===== config.mk =====
export PLATFORM = sky130hd
export DESIGN_NAME = layered_objects_mux
export DESIGN_NICKNAME = d
export VERILOG_FILES = /design/src/rtl/layered_objects_mux.sv
export SDC_FILE = /design/constraint.sdc
export NUM_CORES = 1
export LEC_CHECK = 0
export CORE_AREA = 2 2 73 75
export CTS_BUF_LIST = sky130_fd_sc_hd__clkbuf_16
export DETAILED_ROUTE_END_ITERATION = 10
export DIE_AREA = 0 0 75 77
export HOLD_SLACK_MARGIN = 0.12
export PLACE_DENSITY = 0.75
export SLEW_MARGIN = 20
export SYNTH_ARGS = -nofsm -noshare
export SYNTH_HDL_FRONTEND = slang
export SYNTH_SLANG_ARGS = --single-unit

===== constraint.sdc =====
create_clock -name clk -period 2.2 [get_ports clk]
set_clock_uncertainty 0.1 [all_clocks]
set_input_delay 0.22 -clock clk [delete_from_list [all_inputs] [get_ports clk]]
set_output_delay 0.22 -clock clk [all_outputs]
set_load 0.03 [all_outputs]

===== src/rtl/layered_objects_mux.sv =====
// N-layer priority pixel compositor with a 2-stage pipeline and per-frame collision capture.
// Optional feature: define LAYERS_COLLISION_EN to build the collision accumulator and strobe.
module layered_objects_mux #(
  parameter int               N_LAYERS    = 6,
  parameter int               RGB_W       = 8,
  parameter logic [RGB_W-1:0] TRANSPARENT = 8'hFF
) (
  input  logic                          clk,
  input  logic                          reset,
  input  logic                          start_of_frame,
  input  logic                          pix_valid,
  input  logic [N_LAYERS-1:0]           layer_mask_in,
  input  logic [N_LAYERS-1:0]           draw_req,
  input  logic [N_LAYERS*RGB_W-1:0]     layer_rgb,
  input  logic [RGB_W-1:0]              bg_rgb,
  output logic [7:0]                    red_out,
  output logic [7:0]                    green_out,
  output logic [7:0]                    blue_out,
  output logic                          pix_valid_out,
  output logic [$clog2(N_LAYERS)-1:0]   winner_idx,
  output logic                          winner_bg,
  output logic [N_LAYERS-1:0]           collision,
  output logic                          collision_stb
);

  localparam int IDX_W = $clog2(N_LAYERS);

  logic [N_LAYERS-1:0] r_act_mask;
  logic [N_LAYERS-1:0] w_draw;
  logic [RGB_W-1:0]    w_sel;
  logic [IDX_W-1:0]    w_win_idx;
  logic                w_win_bg;

  logic [RGB_W-1:0]    r_s1_color;
  logic [IDX_W-1:0]    r_s1_idx;
  logic                r_s1_bg;
  logic                r_s1_valid;

  logic [7:0]          w_exp_r;
  logic [7:0]          w_exp_g;
  logic [7:0]          w_exp_b;

  // The mask only changes at frame boundaries; the sof pixel still sees the old mask.
  always_ff @(posedge clk) begin
    if (reset) begin
      r_act_mask <= '1;
    end else if (start_of_frame) begin
      r_act_mask <= layer_mask_in;
    end
  end

  for (genvar gi = 0; gi < N_LAYERS; gi++) begin : g_draw
    assign w_draw[gi] = draw_req[gi] & r_act_mask[gi] &
                        (layer_rgb[gi*RGB_W +: RGB_W] != TRANSPARENT);
  end

  // Scan from the lowest priority upward so the lowest drawing index is the last write.
  always_comb begin
    w_sel     = bg_rgb;
    w_win_idx = '0;
    w_win_bg  = 1'b1;
    for (int i = N_LAYERS - 1; i >= 0; i--) begin
      if (w_draw[i]) begin
        w_sel     = layer_rgb[i*RGB_W +: RGB_W];
        w_win_idx = IDX_W'(i);
        w_win_bg  = 1'b0;
      end
    end
  end

  always_ff @(posedge clk) begin
    if (reset) begin
      r_s1_color <= '0;
      r_s1_idx   <= '0;
      r_s1_bg    <= 1'b0;
      r_s1_valid <= 1'b0;
    end else begin
      r_s1_color <= w_sel;
      r_s1_idx   <= w_win_idx;
      r_s1_bg    <= w_win_bg;
      r_s1_valid <= pix_valid;
    end
  end

  if (RGB_W == 8) begin : g_exp8
    // RRRGGGBB replicated up to 8 bits per channel so full scale maps to FF.
    assign w_exp_r = {r_s1_color[7:5], r_s1_color[7:5], r_s1_color[7:6]};
    assign w_exp_g = {r_s1_color[4:2], r_s1_color[4:2], r_s1_color[4:3]};
    assign w_exp_b = {4{r_s1_color[1:0]}};
  end else begin : g_exp24
    assign w_exp_r = r_s1_color[23:16];
    assign w_exp_g = r_s1_color[15:8];
    assign w_exp_b = r_s1_color[7:0];
  end

  always_ff @(posedge clk) begin
    if (reset) begin
      red_out       <= '0;
      green_out     <= '0;
      blue_out      <= '0;
      pix_valid_out <= 1'b0;
      winner_idx    <= '0;
      winner_bg     <= 1'b0;
    end else begin
      red_out       <= r_s1_valid ? w_exp_r : 8'h00;
      green_out     <= r_s1_valid ? w_exp_g : 8'h00;
      blue_out      <= r_s1_valid ? w_exp_b : 8'h00;
      pix_valid_out <= r_s1_valid;
      winner_idx    <= r_s1_idx;
      winner_bg     <= r_s1_bg;
    end
  end

`ifdef LAYERS_COLLISION_EN
  logic [N_LAYERS-1:0] w_hits;
  logic [N_LAYERS-1:0] r_coll_acc;
  logic [N_LAYERS-1:0] r_collision;
  logic                r_coll_stb;

  // x & (x-1) is nonzero exactly when two or more layers draw.
  assign w_hits = (pix_valid && ((w_draw & (w_draw - N_LAYERS'(1))) != '0)) ? w_draw : '0;

  always_ff @(posedge clk) begin
    if (reset) begin
      r_coll_acc  <= '0;
      r_collision <= '0;
      r_coll_stb  <= 1'b0;
    end else begin
      r_coll_stb <= start_of_frame;
      if (start_of_frame) begin
        r_collision <= r_coll_acc | w_hits;
        r_coll_acc  <= '0;
      end else begin
        r_coll_acc  <= r_coll_acc | w_hits;
      end
    end
  end

  assign collision     = r_collision;
  assign collision_stb = r_coll_stb;
`else
  assign collision     = '0;
  assign collision_stb = 1'b0;
`endif

endmodule

==> qor.yml <==
status: "finished, final reports clean"
grt_max_degree: 21
maxSlewHeadroom_pct: 46.6
drive_gt1_share_pct: 6.92
cellPowerDensity_nw_per_um2: 588
grt_pass1_wl_mm: 8.14
cts-root-buf: "clkbuf_16"
htree_num_levels: 2
p_leak_uw: 0.00113
hpwl_mm: 4.33
dp_cells: 351
die_h_um: 77
synth_enable_flop_cells: 0
hold_buffers: 0
hold_start: "r_s1_color[2]$_SDFF_PP0_"
min_period_ps: 1950
tritoncts: "done"
dieArea_um2: 5780
synthCells: 201
synth_area_per_cell_um2: 8.94
synth_top_area_share_pct: 35.7
cp-end-kind: "register"
initialDrtViolationCount: 53
cpMaxStageDelayCell: "clkdlybuf4s50_1"
start_util_pct: 36.1
dr.pass1.iters: 4
vias_per_cell: 5.16
cts_setup_buffers: 0
drc: 0
core.rowCount: 26
ys_async_sr_fraction_pct: 0
cp_max_fo: 9
yosysMostFrequentCell: "dfxtp_1"
diodes: 0
reg2reg_slack_ps: 340
yosys.area.top_type: "dfxtp_1"
clockBufferDepth: 2
crit_start: "layer_rgb[44]"
hold_ws_ps: 322
critical_path.top_delay_family: "compound AO/OA/AOI/OAI gates"
die-width_um: 75
finalNonFillerCells: 359
rr_endpoint: "r_s1_color[0]$_SDFF_PP0_"
drt_wl_total_mm: 5.25
vias: 1852
clock_latency_ps: 270
yosys-top-cells-area: "dfxtp_1 (36%), buf_4 (9.6%), nor2b_1 (4.9%), nand4_1 (3.8%), o2111a_1 (3.8%)"
hold_path_class: "reg -> reg"
synth_area_um2: 1800
cp_data_required_time_ps: 2260
r2r_cells: 5
fmax_mhz: 514
grt_overflow: 0
cap_violations: 0
antenna_found_initial: 0
gr-usage-all-layers_pct: 18.2
arrival_ps: 2000
hold_depth: 1
area_growth_pct: 61.1
core-area_um2: 4980
place_area_um2: 2750
yosysWarnings: 0
synth-main-ff-cell: "dfxtp_1"
post-route-cell-area_um2: 2900
tns_ps: 0
io_pins: 108
clk_pin_slew_ps: 50
tightest_slew_ps: 801
r2r-start: "r_act_mask[5]$_SDFFE_PP1P_"
wire_per_inst_um: 14.6
grt_pass1_vias: 1796
clock_sinks: 32
ant_nets: 0
period_share_pct: 88.4
cts-resized-gates: 0
setup_viol_count_final: 0
gp_congestion: 0.858
hold_viol: 0
ir_worst_vdd_v: 0.000354
startpoint_type: "primary input"
worstPathCellList: "clkdlybuf4s50_1, nand4_1, or2_0, a221o_1, a221oi_2, o21ai_1"
synth_common_cells: "dfxtp_1 (32), buf_4 (23), nor2b_1 (14)"
io_buffers: 100
slowest_delay_ps: 490
rsz0062_at_grt: "false"
hold_path_end: "green_out[5]$_SDFF_PP0_"
synth-seq-cells: 32
crit_buf_inv: 1
yosysUniqueCellTypes: 30
cts_inserted_buffers: 5
nFillCells: 454
critPathKind: "in -> reg"
finalPower_uw: 1700
num-nets-final: 360
drv_slew: 0
seq_area_frac_synth_pct: 35.7
==> stage by stage <==
step	setup WS, ps	utilization [%]
floorplan	655	-
global placement	50.2	55.2
detailed placement	5.89	55.2
CTS	284	58.2
global route	140	58.2
finish	255	58.2
==> area by class of cell <==
type / count / area, µm² / area share, %
inverter: 2 / 7.51 / 0.259
sequential: 32 / 641 / 22.1
clock buffer: 5 / 125 / 4.32
timing repair buffer: 108 / 1060 / 36.6
tap: 70 / 87.6 / 3.03
clock inverter: 3 / 23.8 / 0.821
multi-input combinational: 139 / 950 / 32.8
==> power breakdown <==
group | switching, µW | leakage (µW) | total (µW) | internal, µW
sequential | 15.4 | 0.000263 | 631 | 615
combinational | 185 | 0.000801 | 409 | 224
clock | 244 | 0.0000660 | 663 | 419
==> cells by family (layout without fill, tap and decap cells) <==
group                  after synthesis  in the layout  synth area share [%]
DFF                                 32             32                  35.7
and+or+nand+nor                     63             63                  19.9
other                                1              7                 0.209
AOI/OAI and AO/OA                   63             63                  28.1
muxes                                6              6                  3.34
buffers and inverters               36            118                  12.7
==> sequential cells by signal, summed over array words and instances, names as in the netlist <==
name / flops
r_s1_color: 8
r_act_mask: 6
green_out: 3
r_s1_idx: 3
red_out: 3
winner_idx: 3
blue_out: 2
pix_valid_out: 1
r_s1_bg: 1
r_s1_valid: 1
winner_bg: 1
==> cells in the final DEF, fill, tap and decap left out, types with 2 or more instances in the layout <==
cell type / Yosys / final
o221ai_1: 6 / 6
inv_1: 2 / 2
buf_4: 23 / 8
nor2_1: 3 / 3
o211ai_1: 2 / 2
a211o_1: 6 / 6
a221o_1: 2 / 2
and3_1: 8 / 8
a221oi_2: 2 / 2
clkinvlp_4: 0 / 2
clkdlybuf4s50_1: 0 / 100
o21bai_1: 2 / 2
and4_1: 2 / 2
nand2_1: 13 / 13
clkbuf_16: 0 / 5
dfxtp_1: 32 / 32
conb_1: 1 / 7
o21ai_1: 9 / 9
mux2i_1: 6 / 6
nor2b_1: 14 / 14
o211a_1: 6 / 6
and2_1: 10 / 10
o221a_2: 2 / 2
nand4_1: 11 / 11
o21ai_0: 11 / 11
a221oi_1: 6 / 6
o2111a_1: 6 / 6
a21oi_1: 2 / 2
==> worst max-delay path by stage <==
stage,to,slack (ps),depth (start not counted)
2_1_floorplan,r_s1_color[0]$_SDFF_PP0_,660,5
3_3_place_gp,r_s1_color[1]$_SDFF_PP0_,50,6
3_5_place_dp,r_s1_color[1]$_SDFF_PP0_,6,6
4_1_cts,r_s1_color[0]$_SDFF_PP0_,280,6
5_1_grt,r_s1_color[3]$_SDFF_PP0_,140,6
6_report,r_s1_color[0]$_SDFF_PP0_,250,6
==> layer usage <==
layer / wire [µm] / global-route usage [%] / up-vias
met5: 0 / 0 / -
met2: 2500 / 31.0 / 99
met1: 2190 / 21.6 / 838
met3: 455 / 5.39 / 12
li1: - / - / 903
met4: 103 / 5.18 / 0
No activity file was read; power rests on OpenSTA's default activity.
